File: src/rtl/nyq_pkg.sv
// nyq_pkg: shared definitions for the NYQ coefficient loader.
//   - default address / coefficient word widths
//   - header field offsets and the command-bit index (as functions of the
//     widths, so parameterised instances stay consistent)
//   - loader FSM state encoding
package nyq_pkg;

  localparam int unsigned NYQ_ADDR_WIDTH = 11;
  localparam int unsigned NYQ_MEM_WIDTH  = 24;

  // Header layout: [AW-1:0] start address, [2*AW-1:AW] count-1,
  // [MW-1] command bit (must be 1). Remaining bits are don't-care.
  localparam int unsigned HDR_START_LSB = 0;

  function automatic int unsigned hdr_cnt_lsb(input int unsigned aw);
    return aw;
  endfunction

  function automatic int unsigned hdr_cmd_bit(input int unsigned mw);
    return mw - 1;
  endfunction

  typedef enum logic [1:0] {
    ST_IDLE = 2'd0,
    ST_LOAD = 2'd1,
    ST_DONE = 2'd2
  } nyq_state_e;

endpackage

File: src/rtl/nyq_par_loader_if.sv
// nyq_par_loader_if: configuration word stream feeding the loader.
//   Cfg_Valid_SI : producer has a word on Cfg_Data_DI
//   Cfg_Data_DI  : header or coefficient word
//   Cfg_Ready_SO : loader accepts the word this cycle
// Handshake: a word moves on a rising edge where valid and ready are both
// high. The producer keeps valid and data stable until that edge; ready may
// depend combinationally on loader state, abort and reset but never on valid.
// Modports: master = producer (host/config side), slave = loader.
interface nyq_par_loader_if
  import nyq_pkg::*;
#(
  parameter int unsigned MEM_WIDTH = NYQ_MEM_WIDTH
) ();

  logic                 Cfg_Valid_SI;
  logic [MEM_WIDTH-1:0] Cfg_Data_DI;
  logic                 Cfg_Ready_SO;

  modport master (
    output Cfg_Valid_SI,
    output Cfg_Data_DI,
    input  Cfg_Ready_SO
  );

  modport slave (
    input  Cfg_Valid_SI,
    input  Cfg_Data_DI,
    output Cfg_Ready_SO
  );

endinterface

File: src/rtl/nyq_par_hdr_chk.sv
// nyq_par_hdr_chk: combinational decode of a loader header word.
//   Hdr_DI   : raw header word
//   Start_DO : start address S
//   Last_DO  : C = word count - 1
//   Ok_SO    : command bit set and S+C fits in the address space
module nyq_par_hdr_chk
  import nyq_pkg::*;
#(
  parameter int unsigned ADDR_WIDTH = NYQ_ADDR_WIDTH,
  parameter int unsigned MEM_WIDTH  = NYQ_MEM_WIDTH
) (
  input  logic [MEM_WIDTH-1:0]  Hdr_DI,
  output logic [ADDR_WIDTH-1:0] Start_DO,
  output logic [ADDR_WIDTH-1:0] Last_DO,
  output logic                  Ok_SO
);

  localparam int unsigned CNT_LSB = hdr_cnt_lsb(ADDR_WIDTH);
  localparam int unsigned CMD_BIT = hdr_cmd_bit(MEM_WIDTH);

  // One extra bit so an end address past the top is seen as a carry
  // instead of wrapping back to a small, legal-looking value.
  logic [ADDR_WIDTH:0] end_addr;

  // Bits between the count field and the command bit carry no meaning.
  logic unused_hdr_bits;

  assign Start_DO = Hdr_DI[HDR_START_LSB +: ADDR_WIDTH];
  assign Last_DO  = Hdr_DI[CNT_LSB +: ADDR_WIDTH];
  assign end_addr = {1'b0, Start_DO} + {1'b0, Last_DO};
  assign Ok_SO    = Hdr_DI[CMD_BIT] & ~end_addr[ADDR_WIDTH];

  assign unused_hdr_bits = ^Hdr_DI[CMD_BIT-1:CNT_LSB+ADDR_WIDTH];

endmodule

File: src/rtl/nyq_par_loader.sv
// nyq_par_loader: write-side master for the NYQ coefficient memory port.
// Takes a header word (start address, count-1, command bit) followed by the
// coefficients and emits one registered WrEn/Addr/PAR write per coefficient
// with an auto-incrementing address.
// Ports:
//   Clk_CI, Rst_RI : clock, synchronous active-high reset
//   Abort_SI       : drop the current load, back to IDLE next cycle
//   Cfg_S          : config word stream (slave side)
//   WrEn_SO        : write strobe to NYQ WrEn_SI
//   Addr_DO        : write address to NYQ Addr_DI (holds between writes)
//   PAR_Out_DO     : write data to NYQ PAR_In_DI (holds between writes)
//   Busy_SO        : load in progress (LOAD or DONE)
//   Done_SO        : one-cycle pulse together with the last write
//   Err_SO         : one-cycle pulse after a rejected header
//   Dbg_State_SO   : current FSM state, for observation only
module nyq_par_loader
  import nyq_pkg::*;
#(
  parameter int unsigned ADDR_WIDTH = NYQ_ADDR_WIDTH,
  parameter int unsigned MEM_WIDTH  = NYQ_MEM_WIDTH
) (
  input  logic                  Clk_CI,
  input  logic                  Rst_RI,
  input  logic                  Abort_SI,
  nyq_par_loader_if.slave       Cfg_S,
  output logic                  WrEn_SO,
  output logic [ADDR_WIDTH-1:0] Addr_DO,
  output logic [MEM_WIDTH-1:0]  PAR_Out_DO,
  output logic                  Busy_SO,
  output logic                  Done_SO,
  output logic                  Err_SO,
  output nyq_state_e            Dbg_State_SO
);

  nyq_state_e            state_q, state_d;
  logic [ADDR_WIDTH-1:0] addr_cnt_q, addr_cnt_d;
  logic [ADDR_WIDTH-1:0] remain_q, remain_d;
  logic                  wren_q, wren_d;
  logic [ADDR_WIDTH-1:0] addr_q, addr_d;
  logic [MEM_WIDTH-1:0]  par_q, par_d;
  logic                  busy_q, busy_d;
  logic                  done_q, done_d;
  logic                  err_q, err_d;

  logic                  ready;
  logic                  xfer;
  logic [ADDR_WIDTH-1:0] hdr_start;
  logic [ADDR_WIDTH-1:0] hdr_last;
  logic                  hdr_ok;

  nyq_par_hdr_chk #(
    .ADDR_WIDTH (ADDR_WIDTH),
    .MEM_WIDTH  (MEM_WIDTH)
  ) u_hdr_chk (
    .Hdr_DI   (Cfg_S.Cfg_Data_DI),
    .Start_DO (hdr_start),
    .Last_DO  (hdr_last),
    .Ok_SO    (hdr_ok)
  );

  // Ready is gated by abort and reset so that a word offered in those
  // cycles is simply not consumed; that alone suppresses any write or
  // header decision for that cycle.
  assign ready = ((state_q == ST_IDLE) | (state_q == ST_LOAD)) & ~Abort_SI & ~Rst_RI;
  assign xfer  = Cfg_S.Cfg_Valid_SI & ready;

  assign Cfg_S.Cfg_Ready_SO = ready;

  always_comb begin
    state_d    = state_q;
    addr_cnt_d = addr_cnt_q;
    remain_d   = remain_q;
    wren_d     = 1'b0;
    addr_d     = addr_q;
    par_d      = par_q;
    err_d      = 1'b0;

    unique case (state_q)
      ST_IDLE: begin
        if (xfer) begin
          if (hdr_ok) begin
            addr_cnt_d = hdr_start;
            remain_d   = hdr_last;
            state_d    = ST_LOAD;
          end else begin
            err_d = 1'b1;
          end
        end
      end
      ST_LOAD: begin
        if (xfer) begin
          wren_d     = 1'b1;
          addr_d     = addr_cnt_q;
          par_d      = Cfg_S.Cfg_Data_DI;
          // The counter may step past the top on the final word; that value
          // is never driven out because the FSM leaves LOAD on this transfer.
          addr_cnt_d = addr_cnt_q + 1'b1;
          remain_d   = remain_q - 1'b1;
          if (remain_q == '0) begin
            state_d = ST_DONE;
          end
        end
      end
      ST_DONE: begin
        state_d = ST_IDLE;
      end
      default: begin
        state_d = ST_IDLE;
      end
    endcase

    if (Abort_SI) begin
      state_d = ST_IDLE;
    end

    // Busy/Done are registered from the next state so they line up with
    // the state they describe rather than lagging it by a cycle.
    busy_d = (state_d == ST_LOAD) | (state_d == ST_DONE);
    done_d = (state_d == ST_DONE);
  end

  always_ff @(posedge Clk_CI) begin
    if (Rst_RI) begin
      state_q    <= ST_IDLE;
      addr_cnt_q <= '0;
      remain_q   <= '0;
      wren_q     <= 1'b0;
      addr_q     <= '0;
      par_q      <= '0;
      busy_q     <= 1'b0;
      done_q     <= 1'b0;
      err_q      <= 1'b0;
    end else begin
      state_q    <= state_d;
      addr_cnt_q <= addr_cnt_d;
      remain_q   <= remain_d;
      wren_q     <= wren_d;
      addr_q     <= addr_d;
      par_q      <= par_d;
      busy_q     <= busy_d;
      done_q     <= done_d;
      err_q      <= err_d;
    end
  end

  assign WrEn_SO      = wren_q;
  assign Addr_DO      = addr_q;
  assign PAR_Out_DO   = par_q;
  assign Busy_SO      = busy_q;
  assign Done_SO      = done_q;
  assign Err_SO       = err_q;
  assign Dbg_State_SO = state_q;

endmodule

File: src/flat_wrapper.sv
// flat-port wrapper written by rule: the top's interface ports become plain ports
module nyq_par_loader_flat import nyq_pkg::*;
#(
  parameter int unsigned ADDR_WIDTH = NYQ_ADDR_WIDTH,
  parameter int unsigned MEM_WIDTH  = NYQ_MEM_WIDTH
)
  (Clk_CI, Rst_RI, Abort_SI, WrEn_SO, Addr_DO, PAR_Out_DO, Busy_SO, Done_SO, Err_SO, Dbg_State_SO, Cfg_S_Cfg_Valid_SI, Cfg_S_Cfg_Data_DI, Cfg_S_Cfg_Ready_SO);
  nyq_par_loader_if #(.MEM_WIDTH(MEM_WIDTH)) Cfg_S_i ();
  input  logic Clk_CI;
  input  logic Rst_RI;
  input  logic Abort_SI;
  output logic WrEn_SO;
  output logic [ADDR_WIDTH-1:0] Addr_DO;
  output logic [MEM_WIDTH-1:0] PAR_Out_DO;
  output logic Busy_SO;
  output logic Done_SO;
  output logic Err_SO;
  output nyq_state_e Dbg_State_SO;
  input wire logic [$bits(Cfg_S_i.Cfg_Valid_SI)-1:0] Cfg_S_Cfg_Valid_SI;
  input wire logic [$bits(Cfg_S_i.Cfg_Data_DI)-1:0] Cfg_S_Cfg_Data_DI;
  output wire logic [$bits(Cfg_S_i.Cfg_Ready_SO)-1:0] Cfg_S_Cfg_Ready_SO;
  assign Cfg_S_i.Cfg_Valid_SI = Cfg_S_Cfg_Valid_SI;
  assign Cfg_S_i.Cfg_Data_DI = Cfg_S_Cfg_Data_DI;
  assign Cfg_S_Cfg_Ready_SO = Cfg_S_i.Cfg_Ready_SO;
  nyq_par_loader #(.ADDR_WIDTH(ADDR_WIDTH), .MEM_WIDTH(MEM_WIDTH)) u_core (.Clk_CI(Clk_CI), .Rst_RI(Rst_RI), .Abort_SI(Abort_SI), .Cfg_S(Cfg_S_i), .WrEn_SO(WrEn_SO), .Addr_DO(Addr_DO), .PAR_Out_DO(PAR_Out_DO), .Busy_SO(Busy_SO), .Done_SO(Done_SO), .Err_SO(Err_SO), .Dbg_State_SO(Dbg_State_SO));
endmodule
File: config.mk
export PLATFORM = sky130hd
export DESIGN_NAME = nyq_par_loader_flat
export DESIGN_NICKNAME = d
export VERILOG_FILES = /design/src/rtl/nyq_pkg.sv /design/src/rtl/nyq_par_loader_if.sv /design/src/rtl/nyq_par_hdr_chk.sv /design/src/rtl/nyq_par_loader.sv /design/src/flat_wrapper.sv
export SDC_FILE = /design/constraint.sdc
export NUM_CORES = 1
export LEC_CHECK = 0
export ABC_AREA = 1
export BUFFER_PORTS_ARGS = -buffer_cell sky130_fd_sc_hd__clkbuf_2
export CORE_UTILIZATION = 43
export DETAILED_ROUTE_END_ITERATION = 10
export GPL_ROUTABILITY_DRIVEN = 0
export PLACE_DENSITY = 0.66
export REMOVE_ABC_BUFFERS = 1
export SYNTH_ARGS = -nofsm -noshare
export SYNTH_HDL_FRONTEND = slang
export SYNTH_SLANG_ARGS = --single-unit
export TNS_END_PERCENT = 1
File: constraint.sdc
create_clock -name Clk_CI -period 2 [get_ports Clk_CI]
set_clock_uncertainty 0.2 [all_clocks]
set_input_delay 0.3 -clock Clk_CI [delete_from_list [all_inputs] [get_ports Clk_CI]]
set_output_delay 0.3 -clock Clk_CI [all_outputs]
set_load 0.05 [all_outputs]
=== After elaboration in Yosys (flattened, before gate mapping) ===
Cells that the tools add are included.

* Flip-flop bits (word level): 63
* Bits of input ports: 28
* Output and inout port bits: 42
* Word-level logic and storage cells: 53

* Add/subtract/negate cells: 3
* Equality and inequality tests: 6
* Multiplexer cells: 16
* Bitwise gates (word level): 12
* Reductions and logical operators: 7

{| class="wikitable"
|+ Operators by type and width
! operator !! number
|-
| 11-bit two-way mux || 6
|-
| 11-bit one-hot mux with 2 select lines || 2
|-
| 11-bit by 11-bit adder with 12-bit output || 1
|-
| 11-bit by 1-bit adder with 11-bit output (second input constant) || 1
|-
| 11-bit zero test || 1
|-
| 11-bit by 1-bit subtractor with 11-bit output (second input constant) || 1
|-
| 2-bit two-way mux || 5
|-
| 2-bit by 1-bit != test with 1-bit output (second input constant) || 3
|-
| 1-bit NOT || 6
|-
| 1-bit AND || 4
|-
| 2-bit by 1-bit == test with 1-bit output (second input constant) || 2
|-
| 2-bit one-hot mux with 2 select lines || 1
|-
| 4-bit AND reduction || 1
|-
| 3-bit OR reduction || 1
|-
| 2-bit == test (second input constant) || 1
|-
| 2-bit zero test || 1
|-
| 1-bit two-way mux || 2
|-
| 1-bit OR || 2
|-
| 2-bit AND reduction || 1
|-
| 2-bit nonzero test || 1
|-
| 2-bit OR reduction || 1
|}

=== Depth between registers and ports, before layout ===
Gate-level depths: netlist of the first run.

* Depth in word-level cells: 10
* Depth in mapped cells: 13
* Mapped depth without buffers: 13

=== Modules after synthesis ===
From an unflattened synthesis of the first run, not the netlist that was laid out.

* Cell total of the unflattened synthesis: 471
* Area total of the unflattened synthesis: 3298.2 um^2

{| class="wikitable"
|+ By module, submodules not included
! module !! instances !! cells an instance !! area an instance (um^2) !! sequential area each (um^2)
|-
| nyq_par_loader || 1 || 413 || 2892.8 || 1261.2
|-
| nyq_par_hdr_chk || 1 || 58 || 405.4 || 0.0
|}

=== Worst setup path after synthesis of the first run ===
Ideal clock, no wire load.

* Path type: reg-to-reg
* Start: register u_core.state_q[1] (netlist: u_core.Dbg_State_SO[1])
* End: register u_core.busy_q (netlist: u_core.Busy_SO)
* Data arrival time: 2.060 ns
* Data required time: 1.736 ns
* Slack: -0.324 ns
* Stages on the path, launching flop included: 10
* Path buffers: 2
* Clock period less this slack: 2.324 ns
* Cells stage by stage: dfxtp_1 > nor3_4 > nand2_2 > nor2_4 > buf_6 > inv_4 > buf_6 > nor2_1 > ha_1 > nor2_1

* Cells in the longest elaborated chain, start to end: 10
* Elaborated cells between the ends (all ways): 15

{| class="wikitable"
|+ RTL lines
! item !! line !! text
|-
| from (decl) || nyq_par_loader.sv:35 || <nowiki>nyq_state_e state_q, state_d;</nowiki>
|-
| from (signal assigned) || nyq_par_loader.sv:134 || <nowiki>state_q <= state_d;</nowiki>
|-
| 2-bit by 1-bit == test with 1-bit output or 2-bit zero test (tied branches) || nyq_par_loader.sv:64 || <nowiki>assign ready = ((state_q == ST_IDLE) | (state_q == ST_LOAD)) & ~Abort_SI & ~Rst_RI;</nowiki>
|-
| 1-bit OR * || nyq_par_loader.sv:64 ||
|-
| 1-bit AND * (2 in a row) || nyq_par_loader.sv:64 ||
|-
| named net Cfg_S_Cfg_Ready_SO || flat_wrapper.sv:21 || <nowiki>output wire logic [$bits(Cfg_S_i.Cfg_Ready_SO)-1:0] Cfg_S_Cfg_Ready_SO;</nowiki>
|-
| 1-bit AND * || nyq_par_loader.sv:65 || <nowiki>assign xfer = Cfg_S.Cfg_Valid_SI & ready;</nowiki>
|-
| 2-bit two-way mux, on equally long branches || nyq_par_loader.sv:91, nyq_par_loader.sv:80 ||
|-
| 2-bit one-hot mux with 2 select lines * || nyq_par_loader.sv:78 || <nowiki>unique case (state_q)</nowiki>
|-
| 2-bit two-way mux * || nyq_par_loader.sv:112 || <nowiki>if (Abort_SI) begin</nowiki>
|-
| named net u_core.state_d[1] || nyq_par_loader.sv:35 ||
|-
| 2-bit by 1-bit == test with 1-bit output or 2-bit == test (tied branches) || nyq_par_loader.sv:118 || <nowiki>busy_d = (state_d == ST_LOAD) | (state_d == ST_DONE);</nowiki>
|-
| 1-bit OR * || nyq_par_loader.sv:118 ||
|-
| to (signal assigned) || nyq_par_loader.sv:140 || <nowiki>busy_q <= busy_d;</nowiki>
|-
| to (decl) || nyq_par_loader.sv:41 || <nowiki>logic busy_q, busy_d;</nowiki>
|}

Mark *: on every way through the listed nets, which the timed path passes. The rest lies on a longest branch.
A chain may end at the register's enable or synchronous reset.

=== Worst setup path after layout of the first run ===
* Start: input port Cfg_S_Cfg_Data_DI[23]
* End: register u_core.busy_q (netlist: u_core.Busy_SO)

* Cells in the longest elaborated chain, start to end: 7
* Elaborated cells between the ends (all ways): 8

{| class="wikitable"
|+ RTL lines
! item !! line !! text
|-
| from (decl) || flat_wrapper.sv:20 || <nowiki>input wire logic [$bits(Cfg_S_i.Cfg_Data_DI)-1:0] Cfg_S_Cfg_Data_DI;</nowiki>
|-
| 1-bit AND * || nyq_par_hdr_chk.sv:31 || <nowiki>assign Ok_SO = Hdr_DI[CMD_BIT] & ~end_addr[ADDR_WIDTH];</nowiki>
|-
| 2-bit two-way mux * || nyq_par_loader.sv:81 || <nowiki>if (hdr_ok) begin</nowiki>
|-
| 2-bit two-way mux * || nyq_par_loader.sv:80 || <nowiki>if (xfer) begin</nowiki>
|-
| 2-bit one-hot mux with 2 select lines * || nyq_par_loader.sv:78 ||
|-
| 2-bit two-way mux * || nyq_par_loader.sv:112 ||
|-
| 2-bit by 1-bit == test with 1-bit output or 2-bit == test (tied branches) || nyq_par_loader.sv:118 ||
|-
| 1-bit OR * || nyq_par_loader.sv:118 ||
|}

Every way passes the cells marked *; elsewhere a longest branch is shown, timed or not.

==> results of run 1 <==
==> worst reg2reg max path: stages (launching register included) <==
cell and delay (ns):
dfxtp_1 0.35, inv_1 0.15, nor2_4 0.15, clkinvlp_4 0.38, nand2_1 0.18, o21ai_0 0.08, nand3b_1 0.17, nand2_1 0.07
nor2_1 0.04
==> stage by stage <==
| stage | TNS (ns) | hold WS (ns) | util (%) |
|---|---|---|---|
| after floorplan | -24.88 | 0.167 | - |
| after global placement | -0.0485 | 0.278 | 52.2 |
| after detailed placement | -0.0695 | 0.284 | 52.2 |
| after CTS | 0 | 0.0201 | 56.2 |
| after global routing | -0.0120 | 0.0391 | 56.4 |
| final | 0 | 0.0283 | 56.4 |
==> final cells by class <==
class	count	area (µm²)
Tap cell	99	124
Fill cell	730	3150
Timing Repair Buffer	100	611
Inverter	39	153
Clock buffer	10	128
Multi-Input combinational cell	352	1660
Clock inverter	6	133
Sequential cell	63	1260
==> worst max-delay path by stage <==
stage / cells past startpoint / slack, ns / start / to
floorplan: 7 / -0.72 / u_core.Dbg_State_SO[1] / u_core.Busy_SO
global placement: 11 / -0.04 / Cfg_S_Cfg_Data_DI[10] / u_core.Busy_SO
detailed placement: 13 / -0.06 / Cfg_S_Cfg_Data_DI[10] / u_core.Busy_SO
CTS: 8 / 0.1 / u_core.Dbg_State_SO[0] / u_core.remain_q[0]
global route: 8 / -0.01 / u_core.Dbg_State_SO[0] / u_core.remain_q[0]
finish: 10 / 0.13 / Cfg_S_Cfg_Data_DI[23] / u_core.Busy_SO
==> power by group through the flow <==
stage | Combinational (mW) | Clock (mW) | Sequential, mW
floorplan | 0.169 | 0 | 1.32
global placement | 0.310 | 0 | 1.31
detailed placement | 0.316 | 0 | 1.31
CTS | 0.323 | 1.49 | 1.28
global route | 0.370 | 1.55 | 1.29
finish | 0.325 | 1.46 | 1.28
==> kinds of logic (layout without fill, tap and decap cells) <==
logic type | after synthesis | after routing | share of synthesized area [%]
DFF | 63 | 63 | 39.4
xor gates and xnor gates | 2 | 2 | 0.548
adders and majority gates | 13 | 13 | 5.08
and+or+nand+nor | 258 | 258 | 33.4
AOI/OAI and AO/OA | 79 | 79 | 12.5
buffers and inverters | 61 | 155 | 9.03
==> per-layer routing <==
layer,GRT usage [%],part of all wire (%),vias to the layer above
li1,-,-,1697
met1,29.8,49,1426
met2,34.5,43,89
met3,3.92,5.9,12
met4,9.24,1.3,0
met5,0,0,-
==> sequential cells by signal, summed over array words and instances, names as in the netlist <==
| register | count |
|---|---|
| u_core.Dbg_State_SO | 2 |
| u_core.Busy_SO | 1 |
| u_core.WrEn_SO | 1 |
| u_core.PAR_Out_DO | 24 |
| u_core.Err_SO | 1 |
| u_core.remain_q | 11 |
| u_core.Done_SO | 1 |
| u_core.Addr_DO | 11 |
| u_core.addr_cnt_q | 11 |
==> repair_timing <==
action,4_1_cts,5_1_grt
gates resized for setup,0,6
endpoints found under the setup margin,0,4
hold buffers,3,0
endpoints found under the hold margin,4,0
==> cell usage in the layout, fill, tap and decap left out, types with 13 or more instances in the layout <==
cell type and instances:
a21oi_1 25, buf_4 26, clkbuf_2 69, dfxtp_1 63, ha_1 13, inv_1 35
nand2_1 109, nand3_1 24, nor2_1 104, o21ai_0 30, o21ai_1 20
==> run metrics, run 1 <==
status complete, no violations; Crit Reg-Reg Startpoint u_core.Dbg_State_SO[0]; Clock Latency Late Sink about 0.35 ns; share of the synthesized area in the top cell type between 30% and 40%; Initial Util 44.3%; CP max FO 3; dpl cells 650; Final Hold Fails 0; Yosys Warn Count 0; Setup Buffers After CTS 0; Crit path arrival time a little under 2 ns; sequential area share after synthesis 39.4%; Initial DRC Count approximately 140; Die H around 88 µm; post-route clock period utilization between 90% and 100%; layout cells sized above 1 between 20% and 30%; worst-path cell chain dlygate4sd3_1 -> clkbuf_2 -> nand3b_1 -> nor2_2 -> nand3_2 -> nand3b_1 -> nand2_1 -> nand2_1 -> ha_1 -> nor2_1; Yosys reg bits 63; Power, Total just over 3 mW; Logic pwr share 10.6%; Gate Count Post-Synth roughly 480; Worst R2R Setup Slack ~0.14 ns; Pins Over Slew Limit 0; first-pass GRT wire length ~13 mm; worst setup slack after layout between 0.1 and 0.15 ns; Routed Antenna Nets 0; DP Wirelength around 5.6 mm; Startpoint Class input pin; # IOs 70; top post-synthesis cells by area dfxtp_1 (39%), nand2_1 (13%), nor2_1 (12%); Total Routing Usage GR about 22%; via count 3224; DRC Markers 0; RR Endpoint u_core.remain_q[0]; most common cell in the synthesized netlist nand2_1; leak pwr about 2.1 nW; RSZ-0062 raised after global routing true; post-placement cell area 3760 µm²; Net Sw Frac a little under a quarter; normalized max-slew margin just over 70%; Hold Crit Start Cfg_S_Cfg_Data_DI[11]; final wirelength about 7.9 mm; final cell count without fillers about 670; CTS clock-pin slew for the worst setup and hold paths 0.07 ns; Internal approximately 2.4 mW; antenna violations before repair 0; Post-synth EDFFs 0; vias in the first global route 2893; chip width ~90 µm; Core Area 7210 µm²; hold endpoint u_core.PAR_Out_DO[11]; Avg Cell Area, Syn 6.72 µm²; grt ovf 0; CP top delay family simple AND/OR/NAND/NOR gates; slowest stage cell, crit path dlygate4sd3_1; VDD IR-drop max 381 µV; WHS Path Cells 3; CTS buffer count 9; Syn Std Cell Area 3200 µm²; ys flop type dfxtp_1; maximum number of pins on one net before global-route repair 37; Period minus WS final 1.87 ns; CTS tree yes; CTS Sinks 63; asr flop ratio synth 0%; Antenna Cells 0; worst path bufs/invs 2; CTS Buffer Depth 2; die area around 7800 µm²; Slew @ Worst Pin 0.423 ns; # H-tree levels 3; WS Path Type input pin to flip-flop; pre-CTS setup slack -0.0629 ns; fmax around 0.53 GHz; row cnt 31; Sw Pwr between 0.7 and 0.8 mW; Pwr Density between 700 and 800 nW/µm²; worst hold path class input pin to flip-flop; Final Cell Area about 4100 µm²; leading cell types by count after synthesis nand2_1 (109), nor2_1 (105), dfxtp_1 (63); Reg power frac between 40% and 50%; Yosys cell types 30; Final setup viols 0; vias per cell roughly 4.8; final net count about 610; cell taking the most area after synthesis dfxtp_1; max_cap viols 0; DR WL/cell 11.7 µm; CP Capture Type flip-flop; R2R depth 8; drt first pass iters 4; Max stage delay on crit path 0.52 ns; Worst Path Required 2.09 ns; clk root buf clkbuf_8; power share of the clock group between 40% and 50%; # port buffers roughly 70; area grow syn2layout 27.2%
(Power assumes the default switching activity.)
==> inputs of run 2 (changes only) <==
- ABC_AREA: 1 -> 0
==> run metrics, run 2 <==
DP Wirelength ~6.2 mm; first-pass GRT wire length around 14 mm; Yosys cell types 52; commonest non-fill, non-tap cell in the layout nand2_1; Final Hold Slack just over 0.02 ns; top post-synthesis cells by area dfxtp_1 (41%), nand2_1 (12%), a21oi_1 (8.2%); Die H approximately 86 µm; # H-tree levels 3; DR WL/cell 14.2 µm; CTS Sinks 63; slowest stage cell, crit path a211oi_2; DRC Markers 0; Syn Std Cell Area a little over 3000 µm²; CTS Buffer Depth 2; Yosys Warn Count 0; pre-CTS setup slack -0.538 ns; Slew @ Worst Pin 0.431 ns; Crit path arrival time 2.07 ns; Pins Over Slew Limit 0; Post-synth EDFFs 0; Avg Cell Area, Syn slightly above 8 µm²; Core Area 6830 µm²; leak pwr 1.83 nW; worst hold path class input pin to flip-flop; Final setup viols 1; leading cell types by count after synthesis nand2_1 (94), dfxtp_1 (63), a21oi_1 (50); Clock Latency Late Sink between 0.3 and 0.4 ns; Yosys reg bits between 60 and 70; Largest register FFs 24; grt ovf 0; Final Hold Fails 0; CTS tree yes; layout cells sized above 1 39.8%; antenna violations before repair 0; CP Capture Type flip-flop; WS Path Type input pin to flip-flop; worst-path cell chain clkbuf_2 -> ha_1 -> a21oi_1 -> o21ai_0 -> a211oi_2 -> a22oi_2 -> or2_4 -> ha_4 -> nor2_2; sequential area share after synthesis between 40% and 50%; chip width between 80 and 90 µm; clk root buf clkbuf_8; CTS clock-pin slew for the worst setup and hold paths about 0.070 ns; cell taking the most area after synthesis dfxtp_1; crit path from Cfg_S_Cfg_Data_DI[4]; via count 3251; drt first pass iters 4; Initial DRC Count roughly 150; Power, Total about 3.1 mW; Pwr Density between 700 and 800 nW/µm²; worst path bufs/invs 1; worst setup slack after layout -0.0410 ns; Initial Util between 40% and 50%; utilization after layout ~66%; Crit Reg-Reg Startpoint u_core.remain_q[7]; Total Routing Usage GR 24.2%; CTS buffer count 9; most common cell in the synthesized netlist nand2_1; Routed Antenna Nets 0; # port buffers 69; Antenna Cells 0; failing checks negative setup slack; VDD IR-drop max ~440 µV; ys flop type dfxtp_1; CP max FO 2; final wirelength 8.72 mm; post-placement cell area roughly 4000 µm²; Worst Path Required roughly 2.0 ns; row cnt 30; Gate Count Post-Synth roughly 380; RSZ-0062 raised after global routing true; most frequent cells in the layout nand2_1 (92), buf_4 (75), clkbuf_2 (68); post-route clock period utilization 102%; # IOs 70; final net count about 550; Final Cell Area approximately 4500 µm²; Fill cells between 600 and 700; Max stage delay on crit path ~0.32 ns; Hold Crit Start Cfg_S_Cfg_Data_DI[15]; normalized max-slew margin around 71%; area grow syn2layout 46.6%; vias in the first global route approximately 3100; status finished with violations; vias per cell 5.30; CP top delay family compound AO/OA/AOI/OAI gates; share of the synthesized area in the top cell type 41.2%; fmax 0.490 GHz; maximum number of pins on one net before global-route repair 42; max_cap viols 0; Startpoint Class input pin; asr flop ratio synth 0%; Period minus WS final approximately 2 ns; die area 7450 µm²
==> run 2: routing by layer <==
layer  up-vias  global-route usage, %  wire length (µm)
met2        91                   43.1              4410
li1       1622                      -                 -
met3        15                   5.81               345
met4         0                   6.97               128
met5         -                      0                 0
met1      1523                   29.0              3840
==> run 2: worst paths after layout <==
| check | depth (start not counted) | slack (ns) | end |
|---|---|---|---|
| worst max-delay path | 9 | -0.04 | u_core.Busy_SO |
| worst min-delay path | 3 | 0.02 | u_core.PAR_Out_DO[15] |
| worst max register to register | 6 | -0.03 | u_core.Busy_SO |
| worst min register to register | 2 | 0.26 | u_core.PAR_Out_DO[12] |
==> run 2: area by class of cell <==
cell class	count	area, µm²	share of cell area [%]
multi-input combinational	279	1820	40.7
sequential	63	1270	28.3
timing repair buffer	149	986	22.0
clock buffer	9	124	2.76
clock inverter	7	121	2.71
tap	96	120	2.68
inverter	10	37.5	0.838
==> run 2: worst min-delay path: cells and delay by family <==
family                 cells  cell delay [ns]
AOI/OAI and AO/OA          1             0.05
and+or+nand+nor            1             0.06
buffers and inverters      1             0.11
==> run 2: timing repair <==
action / CTS / global route
gates resized for setup: 18 / 30
pin swaps: 10 / 13
endpoints found under the setup margin: 12 / 23
hold buffers: 2 / 0
endpoints found under the hold margin: 2 / 0
setup buffers: 4 / 2
==> run 2: through the flow <==
stage | TNS (ns) | instances
after floorplan | -40.02 | 352
after global placement | -7.93 | 589
after detailed placement | -9.07 | 589
after CTS | -0.0296 | 611
after global routing | -0.571 | 613
final | -0.0410 | 613
==> run 2: where the power goes <==
group	internal, mW	switching (mW)	total [mW]
sequential	1.27	0.0185	1.29
clock	0.831	0.536	1.37
combinational	0.238	0.249	0.487
==> run 2: logic make-up (layout without fill, tap and decap cells) <==
| group | count (synthesis) | after routing | share of synthesized area, % |
|---|---|---|---|
| simple gates | 145 | 145 | 22.5 |
| flops | 63 | 63 | 41.2 |
| fa+ha+maj | 13 | 13 | 5.32 |
| xor+xnor | 3 | 3 | 0.859 |
| compound gates | 114 | 114 | 23.9 |
| mux | 4 | 4 | 1.31 |
| buf+inv | 35 | 175 | 4.95 |
==> inputs of run 3 (changes only) <==
- ABC_CLOCK_PERIOD_IN_PS: not set -> 2000
- CORE_ASPECT_RATIO: not set -> 2
- CTS_BUF_LIST: not set -> sky130_fd_sc_hd__clkbuf_4 sky130_fd_sc_hd__clkbuf_8
==> run metrics, run 3 (synthesis results as in run 2) <==
status finished with violations; failing checks negative setup slack; Internal 2.19 mW; worst hold path class input pin to flip-flop; RSZ-0062 raised after global routing true; CTS tree yes; Final setup viols 6; CP Capture Type flip-flop; vias per cell about 5.4; via count about 3200; max_cap viols 0; Final Hold Slack between 0.05 and 0.06 ns; chip width between 60 and 70 µm; final wirelength between 9 and 10 mm; Final Cell Area 4320 µm²; CTS buffer count 9; VDD IR-drop max around 670 µV; # port buffers ~70; Critical Path End u_core.addr_cnt_q[6]; final net count approximately 540; clk root buf clkbuf_8; Slew @ Worst Pin about 0.52 ns; R2R depth 7; Routed Antenna Nets 0; DRC Markers 0; Power, Total around 3 mW; worst setup slack after layout -0.0793 ns; Sw Pwr about 0.78 mW; post-route clock period utilization 104%; Die H between 100 and 150 µm; final cell count without fillers 598; RR Endpoint u_core.addr_cnt_q[6]; fmax 0.481 GHz; Net Sw Frac 26.4%; Antenna Cells 0; Pwr Density 689 nW/µm²; maximum number of pins on one net before global-route repair 49; vias in the first global route roughly 3200; dpl cells around 580; power share of the clock group about two fifths; Largest register FFs 24; antenna violations before repair 0; GRT Max-Usage Layer met2; area grow syn2layout 41.4%; Logic pwr share 15.1%; worst-path cell chain buf_6 -> nor4b_4 -> o211ai_1 -> and2_4 -> buf_6 -> or3_4 -> a21oi_2; grt met2 use approximately 47%; CTS clock-pin slew for the worst setup and hold paths ~0.07 ns; layout cells sized above 1 roughly 37%; most frequent cells in the layout nand2_1 (93), clkbuf_2 (68), buf_4 (65); DR WL/cell between 15 and 20 µm; # IOs 70; Crit path arrival time approximately 2.2 ns; Reg power frac 43.5%; slowest stage cell, crit path or3_4; Crit Reg-Reg Startpoint u_core.Dbg_State_SO[1]; crit path from u_core.Dbg_State_SO[1]; Max stage delay on crit path 0.36 ns; CTS Buffer Depth 2; DP Wirelength roughly 6.6 mm; CTS Sinks 63; Startpoint Class flip-flop; grt ovf 0; Initial DRC Count approximately 120; drt first pass iters 4; # H-tree levels 3; die area 7470 µm²; Clock Latency Late Sink approximately 0.35 ns; Initial Util between 40 and 50%; post-placement cell area around 3900 µm²; CP max FO 7; Worst R2R Setup Slack -0.08 ns; utilization after layout a little over three fifths; commonest non-fill, non-tap cell in the layout nand2_1; WS Path Type flip-flop to flip-flop; routing usage on met1 between 20% and 30%; leak pwr around 1.8 nW; critical path's most frequent cell buf_6; Final Hold Fails 0; Period minus WS final ~2.1 ns; Pins Over Slew Limit 0; row cnt 43; normalized max-slew margin between 60% and 70%; Core Area around 6900 µm²; Worst Path Required 2.09 ns; met3 Use GR 5.01%; first-pass GRT wire length 14.2 mm; Total Routing Usage GR roughly 26%
## run 3: how the worst min path moves through the flow
stage	cells after the start	slack, ns	from	end
after global routing	3	0.08	Cfg_S_Cfg_Valid_SI	u_core.Err_SO
after CTS	3	0.05	Cfg_S_Cfg_Valid_SI	u_core.Err_SO
after floorplan	1	0.17	Rst_RI	u_core.Busy_SO
final	3	0.06	Cfg_S_Cfg_Valid_SI	u_core.Err_SO
after detailed placement	2	0.25	u_core.PAR_Out_DO[1]	u_core.PAR_Out_DO[1]
after global placement	2	0.24	u_core.Addr_DO[0]	u_core.Addr_DO[0]
## run 3: what timing repair did
item                                   4_1_cts  5_1_grt
gates resized for setup                     11       21
setup endpoints to repair                    9       18
endpoints found under the hold margin        1        0
buffers inserted                             0        4
hold buffers                                 1        0
pin swaps                                    4        7
## run 3: layout make-up
cell class                 count  area, µm²
fill                         652       2560
multi-input combinational    279       1760
sequential                    63       1260
timing repair buffer         140        932
clock buffer                  10        131
tap                           90        113
clock inverter                 6       85.1
inverter                      10       37.5
## run 3: layer usage
layer  vias to the layer above  part of all wire (%)
met5                         -                     0
met4                         0                   4.1
met3                        26                   2.7
met2                        69                    56
met1                      1511                    37
li1                       1602                     -
## run 3: worst max-delay path: cells and delay by family (launching register included)
family	cells	cell delay, ns
flops	1	0.33
compound gates	2	0.32
simple gates	3	0.91
buf+inv	2	0.25
## run 3: power groups by stage
stage / registers [mW] / clock network, mW / logic, mW
finish: 1.29 / 1.23 / 0.448
global route: 1.30 / 1.30 / 0.484
CTS: 1.29 / 1.25 / 0.419
detailed placement: 1.32 / 0 / 0.403
global placement: 1.32 / 0 / 0.396
floorplan: 1.33 / 0 / 0.162
## run 3: stage by stage
step / setup slack, ns / setup TNS [ns]
floorplan: -0.865 / -40.02
global placement: -0.510 / -8.09
detailed placement: -0.546 / -8.49
CTS: -0.0431 / -0.0869
global route: -0.123 / -1.23
finish: -0.0793 / -0.173
